--- config.mk ---
export PLATFORM = sky130hd
export DESIGN_NAME = qrs_detector
export DESIGN_NICKNAME = d
export VERILOG_FILES = /design/src/rtl/qrs_pkg.sv /design/src/rtl/qrs_deriv.sv /design/src/rtl/qrs_detector.sv
export SDC_FILE = /design/constraint.sdc
export NUM_CORES = 1
export LEC_CHECK = 0
export BUFFER_PORTS_ARGS = -buffer_cell sky130_fd_sc_hd__clkbuf_2
export CAP_MARGIN = 20
export CORE_ASPECT_RATIO = 1.25
export CORE_UTILIZATION = 65
export CTS_CLUSTER_DIAMETER = 30
export DETAILED_ROUTE_END_ITERATION = 8
export GPL_TIMING_DRIVEN = 0
export PLACE_DENSITY = 0.85
export SLEW_MARGIN = 30
export SYNTH_ARGS = -nofsm -noshare
export SYNTH_HDL_FRONTEND = slang
export SYNTH_SLANG_ARGS = --single-unit
--- constraint.sdc ---
create_clock -name clk -period 10.2 [get_ports clk]
set_input_delay 3.06 -clock clk [delete_from_list [all_inputs] [get_ports clk]]
set_output_delay 3.06 -clock clk [all_outputs]
set_load 0.01 [all_outputs]
--- src/rtl/qrs_pkg.sv ---
`default_nettype none
// ============================================================================
//  Module      : qrs_pkg
//  Description : Shared types and constants for the QRS detector: detector
//                state encoding and the shift amounts used by the adaptive
//                signal-level / threshold arithmetic.
//  Revision    : 1.0 - initial release
// ============================================================================
package qrs_pkg;

  typedef enum logic [1:0] {
    WARMUP  = 2'd0,
    SEARCH  = 2'd1,
    PEAK    = 2'd2,
    REFRACT = 2'd3
  } qrs_state_e;

  // spk <- spk - (spk >> SPK_SHIFT) + (peak >> SPK_SHIFT)
  localparam int SPK_SHIFT = 3;
  // thr = spk >> THR_SHIFT
  localparam int THR_SHIFT = 1;

endpackage
`default_nettype wire

--- src/rtl/qrs_deriv.sv ---
`default_nettype none
// ============================================================================
//  Module      : qrs_deriv
//  Description : Two-deep sample delay line and absolute two-sample
//                derivative m = |x[n] - x[n-2]|. m is combinational on the
//                incoming sample so the top can act on it at the accept edge.
//  Revision    : 1.0 - initial release
// ============================================================================
module qrs_deriv #(
  parameter int DATA_WIDTH = 16
) (
  input  logic                  clk,
  input  logic                  rst,
  input  logic                  en,
  input  logic                  sample_valid,
  input  logic [DATA_WIDTH-1:0] sample,
  output logic [DATA_WIDTH:0]   m,
  output logic                  m_valid
);

  logic [DATA_WIDTH-1:0] dly1_q;   // x[n-1]
  logic [DATA_WIDTH-1:0] dly2_q;   // x[n-2]
  logic [DATA_WIDTH:0]   w_diff;

  // Shift the delay line on every accepted sample.
  always_ff @(posedge clk or posedge rst) begin
    if (rst) begin
      dly1_q <= '0;
      dly2_q <= '0;
    end else if (en && sample_valid) begin
      dly1_q <= sample;
      dly2_q <= dly1_q;
    end
  end

  // Sign-extend to one extra bit so the difference never wraps, then fold.
  always_comb begin
    w_diff = {sample[DATA_WIDTH-1], sample} - {dly2_q[DATA_WIDTH-1], dly2_q};
    m      = w_diff[DATA_WIDTH] ? ('0 - w_diff) : w_diff;
  end

  assign m_valid = en & sample_valid;

endmodule
`default_nettype wire

--- src/rtl/qrs_detector.sv ---
`default_nettype none
// ============================================================================
//  Module      : qrs_detector
//  Description : Streaming QRS detector. Compares the absolute derivative
//                against a threshold, tracks the local peak, emits a one-cycle
//                qrs pulse per beat and then ignores a refractory window.
//                Build option QRS_DETECTOR_ADAPTIVE_EN: when defined, the
//                threshold follows a running signal level (spk); otherwise it
//                is fixed at INIT_THRESHOLD and spk does not exist.
//  Revision    : 1.0 - initial release
// ============================================================================
module qrs_detector
  import qrs_pkg::*;
#(
  parameter int DATA_WIDTH       = 16,
  parameter int INIT_THRESHOLD   = 200,
  parameter int REFRACT_SAMPLES  = 50,
  parameter int MAX_PEAK_SAMPLES = 32
) (
  input  logic                  clk,
  input  logic                  rst,
  input  logic                  en,
  input  logic                  sample_valid,
  input  logic [DATA_WIDTH-1:0] sample,
  output logic                  qrs,
  output logic [DATA_WIDTH:0]   peak_level
);

  localparam int c_W    = DATA_WIDTH + 1;
  localparam int c_PK_W = (MAX_PEAK_SAMPLES < 1) ? 1 : $clog2(MAX_PEAK_SAMPLES + 1);
  localparam int c_RF_W = (REFRACT_SAMPLES < 1) ? 1 : $clog2(REFRACT_SAMPLES + 1);
  localparam logic [c_PK_W-1:0] c_PK_MAX  = c_PK_W'(MAX_PEAK_SAMPLES);
  localparam logic [c_PK_W-1:0] c_PK_ONE  = c_PK_W'(1);
  localparam logic [c_RF_W-1:0] c_RF_LOAD = c_RF_W'(REFRACT_SAMPLES);
  localparam logic [c_RF_W-1:0] c_RF_ONE  = c_RF_W'(1);
  // A zero-length refractory window skips straight back to SEARCH.
  localparam qrs_state_e c_POST_PEAK = (REFRACT_SAMPLES == 0) ? SEARCH : REFRACT;

  logic [c_W-1:0]    w_m;
  logic              w_m_valid;
  logic [c_W-1:0]    w_thr;
  logic              w_above;
  logic [c_W-1:0]    w_peak_max;
  logic [c_W-1:0]    w_peak_new;
  logic              w_detect;

  qrs_state_e        state_q, state_d;
  logic              warm_q, warm_d;
  logic [c_PK_W-1:0] pk_cnt_q, pk_cnt_d;
  logic [c_RF_W-1:0] rf_cnt_q, rf_cnt_d;
  logic [c_W-1:0]    peak_q, peak_d;
  logic [c_W-1:0]    peak_level_q, peak_level_d;
  logic              qrs_q;

  qrs_deriv #(
    .DATA_WIDTH (DATA_WIDTH)
  ) u_deriv (
    .clk          (clk),
    .rst          (rst),
    .en           (en),
    .sample_valid (sample_valid),
    .sample       (sample),
    .m            (w_m),
    .m_valid      (w_m_valid)
  );

`ifdef QRS_DETECTOR_ADAPTIVE_EN
  logic [c_W-1:0] spk_q, spk_d;

  assign w_thr = spk_q >> THR_SHIFT;

  // Running signal level: convex blend toward each detected peak.
  always_comb begin
    spk_d = spk_q;
    if (w_detect) begin
      spk_d = spk_q - (spk_q >> SPK_SHIFT) + (w_peak_new >> SPK_SHIFT);
    end
  end

  // Signal-level register, seeded so the first threshold is INIT_THRESHOLD.
  always_ff @(posedge clk or posedge rst) begin
    if (rst) begin
      spk_q <= c_W'(2 * INIT_THRESHOLD);
    end else begin
      spk_q <= spk_d;
    end
  end
`else
  assign w_thr = c_W'(INIT_THRESHOLD);
`endif

  // m == thr is deliberately "not above".
  assign w_above    = (w_m > w_thr);
  assign w_peak_max = (w_m > peak_q) ? w_m : peak_q;
  // Peak value including the terminating sample when it is still above.
  assign w_peak_new = w_above ? w_peak_max : peak_q;

  // Next-state logic; only accepted samples move the detector.
  always_comb begin
    state_d      = state_q;
    warm_d       = warm_q;
    pk_cnt_d     = pk_cnt_q;
    rf_cnt_d     = rf_cnt_q;
    peak_d       = peak_q;
    peak_level_d = peak_level_q;
    w_detect     = 1'b0;
    if (w_m_valid) begin
      unique case (state_q)
        WARMUP: begin
          warm_d = 1'b1;
          if (warm_q) begin
            state_d = SEARCH;
          end
        end
        SEARCH: begin
          if (w_above) begin
            state_d  = PEAK;
            peak_d   = w_m;
            pk_cnt_d = c_PK_ONE;
          end
        end
        PEAK: begin
          if (w_above) begin
            peak_d   = w_peak_max;
            pk_cnt_d = pk_cnt_q + c_PK_ONE;
          end
          if (!w_above || (pk_cnt_q == c_PK_MAX)) begin
            w_detect     = 1'b1;
            peak_level_d = w_peak_new;
            pk_cnt_d     = '0;
            rf_cnt_d     = c_RF_LOAD;
            state_d      = c_POST_PEAK;
          end
        end
        REFRACT: begin
          if (rf_cnt_q != '0) begin
            rf_cnt_d = rf_cnt_q - c_RF_ONE;
          end
          if (rf_cnt_q <= c_RF_ONE) begin
            state_d = SEARCH;
          end
        end
        default: state_d = WARMUP;
      endcase
    end
  end

  // State, counters, peak tracking and the registered detection pulse.
  always_ff @(posedge clk or posedge rst) begin
    if (rst) begin
      state_q      <= WARMUP;
      warm_q       <= 1'b0;
      pk_cnt_q     <= '0;
      rf_cnt_q     <= '0;
      peak_q       <= '0;
      peak_level_q <= '0;
      qrs_q        <= 1'b0;
    end else begin
      state_q      <= state_d;
      warm_q       <= warm_d;
      pk_cnt_q     <= pk_cnt_d;
      rf_cnt_q     <= rf_cnt_d;
      peak_q       <= peak_d;
      peak_level_q <= peak_level_d;
      qrs_q        <= w_detect;
    end
  end

  assign qrs        = qrs_q;
  assign peak_level = peak_level_q;

endmodule
`default_nettype wire

==> impl_results.html <==
<table>
<tr><th>Metric</th><th>Value</th></tr>
<tr><th colspan="2">Run status</th></tr>
<tr><td>Run status</td><td>finished, final reports clean</td></tr>
<tr><th colspan="2">Yosys</th></tr>
<tr><td>Post-synthesis sequential element count</td><td>82</td></tr>
<tr><td>Portion of netlist area occupied by mux cells</td><td>5.272%</td></tr>
<tr><td>Number of instances in the synthesized netlist</td><td>652</td></tr>
<tr><td>Biggest area contributors in the synthesized netlist</td><td>sky130_fd_sc_hd__dfrtp_1 (35%), sky130_fd_sc_hd__ha_1 (9.0%), sky130_fd_sc_hd__nand2_1 (6.3%), sky130_fd_sc_hd__o21ai_0 (3.7%), sky130_fd_sc_hd__inv_1 (3.3%)</td></tr>
<tr><td>Compound-cell area share of the yosys netlist</td><td>approximately a fifth</td></tr>
<tr><td>Most instantiated flip-flop cell in the synthesis netlist</td><td>sky130_fd_sc_hd__dfrtp_1</td></tr>
<tr><td>Per-instance average area after synthesis</td><td>8.918 sq um</td></tr>
<tr><td>Async set-or-reset flop fraction in the synthesized netlist</td><td>100.0%</td></tr>
<tr><td>Combinational family with the most area after synthesis</td><td>compound AO/OA/AOI/OAI gates</td></tr>
<tr><td>Top cell type by total area after synthesis</td><td>sky130_fd_sc_hd__dfrtp_1</td></tr>
<tr><td>Post-synthesis share of cell area spent on full adders, half adders and majority gates</td><td>9.382%</td></tr>
<tr><td>Part of the Yosys area used for sequential elements</td><td>approximately a third</td></tr>
<tr><td>Total nets after synthesis</td><td>715</td></tr>
<tr><td>Most frequent cell after synthesis</td><td>sky130_fd_sc_hd__nand2_1</td></tr>
<tr><td>Warnings, synthesis</td><td>0</td></tr>
<tr><td>Post-synth EDFFs</td><td>0</td></tr>
<tr><td>Commonest cells in the synthesized netlist</td><td>sky130_fd_sc_hd__nand2_1 (97), sky130_fd_sc_hd__dfrtp_1 (82), sky130_fd_sc_hd__inv_1 (51), sky130_fd_sc_hd__o21ai_0 (43), sky130_fd_sc_hd__ha_1 (42)</td></tr>
<tr><td>Fraction of post-synthesis cell area in the top cell type by area</td><td>35.29%</td></tr>
<tr><td>Simple-gate share of the synthesized area</td><td>20.40%</td></tr>
<tr><td>Netlist area before placement</td><td>between 5000 and 6000 sq um</td></tr>
<tr><td>Xor/xnor cell area share of the yosys netlist</td><td>3.766%</td></tr>
<tr><td>Netlist cell types</td><td>78</td></tr>
<tr><th colspan="2">Timing</th></tr>
<tr><td>Max transition margin</td><td>56.72%</td></tr>
<tr><td>Highest clock frequency the design can meet</td><td>between 0.1 and 0.15 GHz</td></tr>
<tr><td>Number of max-slew violations in the final report</td><td>0</td></tr>
<tr><td>Shortest clock period the worst path allows after layout</td><td>~8.6 ns</td></tr>
<tr><td>Hold slack</td><td>0.4649 ns</td></tr>
<tr><td>Tightest Pin Transition</td><td>0.6470 ns</td></tr>
<tr><td>Worst clock skew on the final layout</td><td>0.008527 ns</td></tr>
<tr><td>Setup tns final</td><td>0 ns</td></tr>
<tr><td>Number of hold violations in the final report</td><td>0</td></tr>
<tr><td>Count of endpoints failing setup in the final report</td><td>0</td></tr>
<tr><td>Share of the clock period used by the worst path</td><td>84.70%</td></tr>
<tr><td>RSZ-0062 raised after global routing</td><td>false</td></tr>
<tr><th colspan="2">Clock tree</th></tr>
<tr><td>Setup Fix Bufs, Post-CTS</td><td>0</td></tr>
<tr><td>Number of buffers between clock root and the deepest sink</td><td>2</td></tr>
<tr><td># clock sinks</td><td>82</td></tr>
<tr><td>Number of hold buffers added after CTS</td><td>0</td></tr>
<tr><td>Clock transition at the register clock pins on the worst setup and hold paths after CTS</td><td>0.08 ns</td></tr>
<tr><td>H-tree levels</td><td>3</td></tr>
<tr><td>Clock tree from TritonCTS</td><td>yes</td></tr>
<tr><td>Root Driver</td><td>sky130_fd_sc_hd__clkbuf_8</td></tr>
<tr><td>Latest clock arrival within the worst-skew pair</td><td>0.37 ns</td></tr>
<tr><td>CTS Buf Count</td><td>9</td></tr>
<tr><td>Total of cells resized after clock tree synthesis</td><td>0</td></tr>
<tr><th colspan="2">Placement</th></tr>
<tr><td>Number of buffers inserted by port buffering</td><td>37</td></tr>
<tr><td>Placed standard-cell area</td><td>6182 sq um</td></tr>
<tr><td>Placed wire-length estimate after detailed placement</td><td>10000 microns</td></tr>
<tr><td>Gpl congestion</td><td>0.8956</td></tr>
<tr><th colspan="2">Final layout</th></tr>
<tr><td>Filler cell count in the final layout</td><td>649</td></tr>
<tr><td>Layout Utilization</td><td>73.57%</td></tr>
<tr><td>Final-stage net count</td><td>764</td></tr>
<tr><td>Total non-filler cell area in the finished layout</td><td>6401 sq um</td></tr>
<tr><td># diodes</td><td>0</td></tr>
<tr><td>Share of post-route cells with drive strength above 1</td><td>14.02%</td></tr>
<tr><td>Synth-to-layout area growth</td><td>10.09%</td></tr>
<tr><th colspan="2">Floorplan</th></tr>
<tr><td>Die Span X</td><td>roughly 87 microns</td></tr>
<tr><td>Number of standard-cell rows in the floorplan</td><td>38</td></tr>
<tr><td>Overall die height</td><td>about 110 microns</td></tr>
<tr><td>Total core area</td><td>roughly 8700 sq um</td></tr>
<tr><td>Count of boundary I/O pins</td><td>38</td></tr>
<tr><td>Starting density of the core</td><td>roughly two thirds</td></tr>
<tr><td>Die area</td><td>9330 sq um</td></tr>
<tr><th colspan="2">Detailed routing</th></tr>
<tr><td>Total wire length after detailed routing</td><td>about 13000 microns</td></tr>
<tr><td>Detail-routed via count per cell</td><td>6.165</td></tr>
<tr><td>Via count</td><td>a little over 5000</td></tr>
<tr><td>DRT iter0 DRCs</td><td>307</td></tr>
<tr><td>Routed length per placed instance</td><td>16.04 microns</td></tr>
<tr><td>DRC</td><td>0</td></tr>
<tr><td>TritonRoute pass-1 iters</td><td>8</td></tr>
<tr><td>Residual antenna-violating net count after detailed routing</td><td>0</td></tr>
<tr><th colspan="2">Global route</th></tr>
<tr><td>Number of antenna violations at the first check in global routing</td><td>0</td></tr>
<tr><td>GRT overflow</td><td>0</td></tr>
<tr><td>Overall routing resource usage</td><td>roughly 30%</td></tr>
<tr><td>Vias in the first global route</td><td>slightly below 5000</td></tr>
<tr><td>Pin count of the biggest net entering global routing</td><td>between 40 and 50</td></tr>
<tr><td>Global-route wire length before repair</td><td>22150 microns</td></tr>
<tr><th colspan="2">Pwr</th></tr>
<tr><td>Worst supply voltage drop on vdd</td><td>0.0001331 V</td></tr>
<tr><td>Total power divided by cell area</td><td>256.8 nW/um^2</td></tr>
<tr><td>Static leakage</td><td>3.001 nW</td></tr>
<tr><td>Power after layout</td><td>1.644 mW</td></tr>
<tr><th colspan="2">Worst hold path</th></tr>
<tr><td>Type of the tightest min-delay check</td><td>reg -&gt; reg</td></tr>
<tr><td>Worst hold path startpoint</td><td>warm_q</td></tr>
<tr><th colspan="2">Worst setup path</th></tr>
<tr><td>Reg2Reg Setup Slack</td><td>3.98 ns</td></tr>
<tr><td>Reg-to-reg critical path startpoint</td><td>u_deriv.dly2_q[0]</td></tr>
<tr><td>Worst-path fanout max</td><td>10</td></tr>
<tr><td>Worst Reg2Reg Path Length in Cells</td><td>19</td></tr>
<tr><td>Kind of capture point of the worst setup path</td><td>flip-flop</td></tr>
<tr><td>Worst path required time</td><td>10.46 ns</td></tr>
<tr><td>Sequence of cells on the critical path</td><td>clkbuf_2 &gt; inv_1 &gt; ha_1 &gt; fa_1 &gt; nand2b_1 &gt; a211oi_2 &gt; o22ai_1 &gt; xor2_1 &gt; nand4_2 &gt; nor4_1 &gt; or4b_2 &gt; inv_1 &gt; ha_1 &gt; nand4_1 &gt; or4_1 &gt; or3b_1 &gt; and2_1 &gt; buf_2 &gt; buf_2 &gt; and3_1 &gt; a221o_1</td></tr>
<tr><td>Launch point of the worst path</td><td>sample[0]</td></tr>
<tr><td>Slowest-stage cell, CP</td><td>sky130_fd_sc_hd__or4b_2</td></tr>
<tr><td>Data arrival time of the critical path</td><td>between 8 and 9 ns</td></tr>
<tr><td>Startpoint Class</td><td>input port</td></tr>
<tr><td>Endpoint of the worst setup timing path</td><td>peak_level[9]</td></tr>
<tr><td>Maximum single-stage delay on the critical path</td><td>around 0.69 ns</td></tr>
<tr><td>Reg-to-Reg End</td><td>peak_level[9]</td></tr>
<tr><td>WS Path Type</td><td>in -&gt; reg</td></tr>
<tr><th colspan="2">Job</th></tr>
<tr><td>Max-capacitance violation count</td><td>0</td></tr>
</table>
[worst max-delay path: cells and delay by family]
| family | cells | cell delay (ns) |
|---|---|---|
| xor+xnor | 1 | 0.52 |
| fa+ha+maj | 3 | 0.78 |
| simple gates | 9 | 3.10 |
| compound gates | 3 | 0.84 |
| buf+inv | 5 | 0.57 |
[logic make-up after synthesis]
group / Yosys count
DFF: 82
xor gates and xnor gates: 22
and+or+nand+nor: 231
buffers and inverters: 73
adders and majority gates: 43
muxes: 27
AOI/OAI and AO/OA: 174
[worst min path at each step]
stage | cells after the start | slack, ns | end
2_1_floorplan | 1 | 0.42 | warm_q
3_3_place_gp | 1 | 0.43 | warm_q
3_5_place_dp | 1 | 0.45 | warm_q
4_1_cts | 1 | 0.47 | warm_q
5_1_grt | 2 | 0.50 | u_deriv.dly1_q[8]
6_report | 1 | 0.46 | warm_q
[state kept, by name, summed over array words and instances (netlist names)]
signal / flops
pk_cnt_q: 6
peak_q: 17
rf_cnt_q: 6
u_deriv.dly2_q: 16
qrs: 1
u_deriv.dly1_q: 16
peak_level: 17
state_q: 2
warm_q: 1
[cell type report]
cell class              instances  area, sq um  share of cell area [%]
flip-flops and latches         82         2052                   32.06
multi-input cells             497         3468                   54.18
clock inverters                 5        77.57                   1.212
repair buffers                 38        212.7                   3.323
plain buffers                  21        98.84                   1.544
clock buffers                  11        141.4                   2.209
inverters                      52        200.2                   3.127
well taps                     120        150.1                   2.346
[cell usage in the layout, fill, tap and decap left out, types with 3 or more instances in the layout]
cell type	instances
sky130_fd_sc_hd__nand2_1	97
sky130_fd_sc_hd__dfrtp_1	82
sky130_fd_sc_hd__inv_1	50
sky130_fd_sc_hd__o21ai_0	43
sky130_fd_sc_hd__ha_1	42
sky130_fd_sc_hd__clkbuf_2	37
sky130_fd_sc_hd__a21oi_1	34
sky130_fd_sc_hd__nor2_1	19
sky130_fd_sc_hd__a31oi_1	19
sky130_fd_sc_hd__and3_1	16
sky130_fd_sc_hd__clkbuf_1	14
sky130_fd_sc_hd__nand3_1	14
sky130_fd_sc_hd__or3_1	13
sky130_fd_sc_hd__xnor2_1	13
sky130_fd_sc_hd__mux2i_1	13
sky130_fd_sc_hd__nand4_1	11
sky130_fd_sc_hd__and2_1	10
sky130_fd_sc_hd__clkbuf_8	10
sky130_fd_sc_hd__o21a_1	9
sky130_fd_sc_hd__nor3_1	9
sky130_fd_sc_hd__o221ai_1	9
sky130_fd_sc_hd__nand2b_1	8
sky130_fd_sc_hd__mux2_2	8
sky130_fd_sc_hd__nor2b_1	7
sky130_fd_sc_hd__xor2_1	7
sky130_fd_sc_hd__o211ai_1	6
sky130_fd_sc_hd__a221o_1	6
sky130_fd_sc_hd__nand3b_1	5
sky130_fd_sc_hd__o22ai_1	5
sky130_fd_sc_hd__or2_2	5
sky130_fd_sc_hd__mux2_4	5
sky130_fd_sc_hd__a21o_1	4
sky130_fd_sc_hd__a211oi_1	4
sky130_fd_sc_hd__buf_2	4
sky130_fd_sc_hd__or3b_1	3
sky130_fd_sc_hd__a31o_2	3
sky130_fd_sc_hd__a222oi_1	3
[power by group]
group          internal, mW  leakage (nW)  switching (mW)
Combinational         0.373          1.87           0.555
Clock                 0.144         0.109           0.122
Sequential            0.400          1.02          0.0497
[metrics by stage]
stage	std cells	worst slack (ns)
final	826	1.561
after global routing	826	1.398
after CTS	826	1.662
after detailed placement	810	1.312
after global placement	809	1.373
after floorplan	652	2.072
[layer usage]
layer  GRT usage (%)  part of all wire (%)  vias up
li1                -                     -     2461
met1           36.23                    42     2447
met2           51.70                    50      144
met3           4.831                   3.7       40
met4           15.00                   3.5        0
met5               0                     0        -
(Power assumes the default switching activity.)
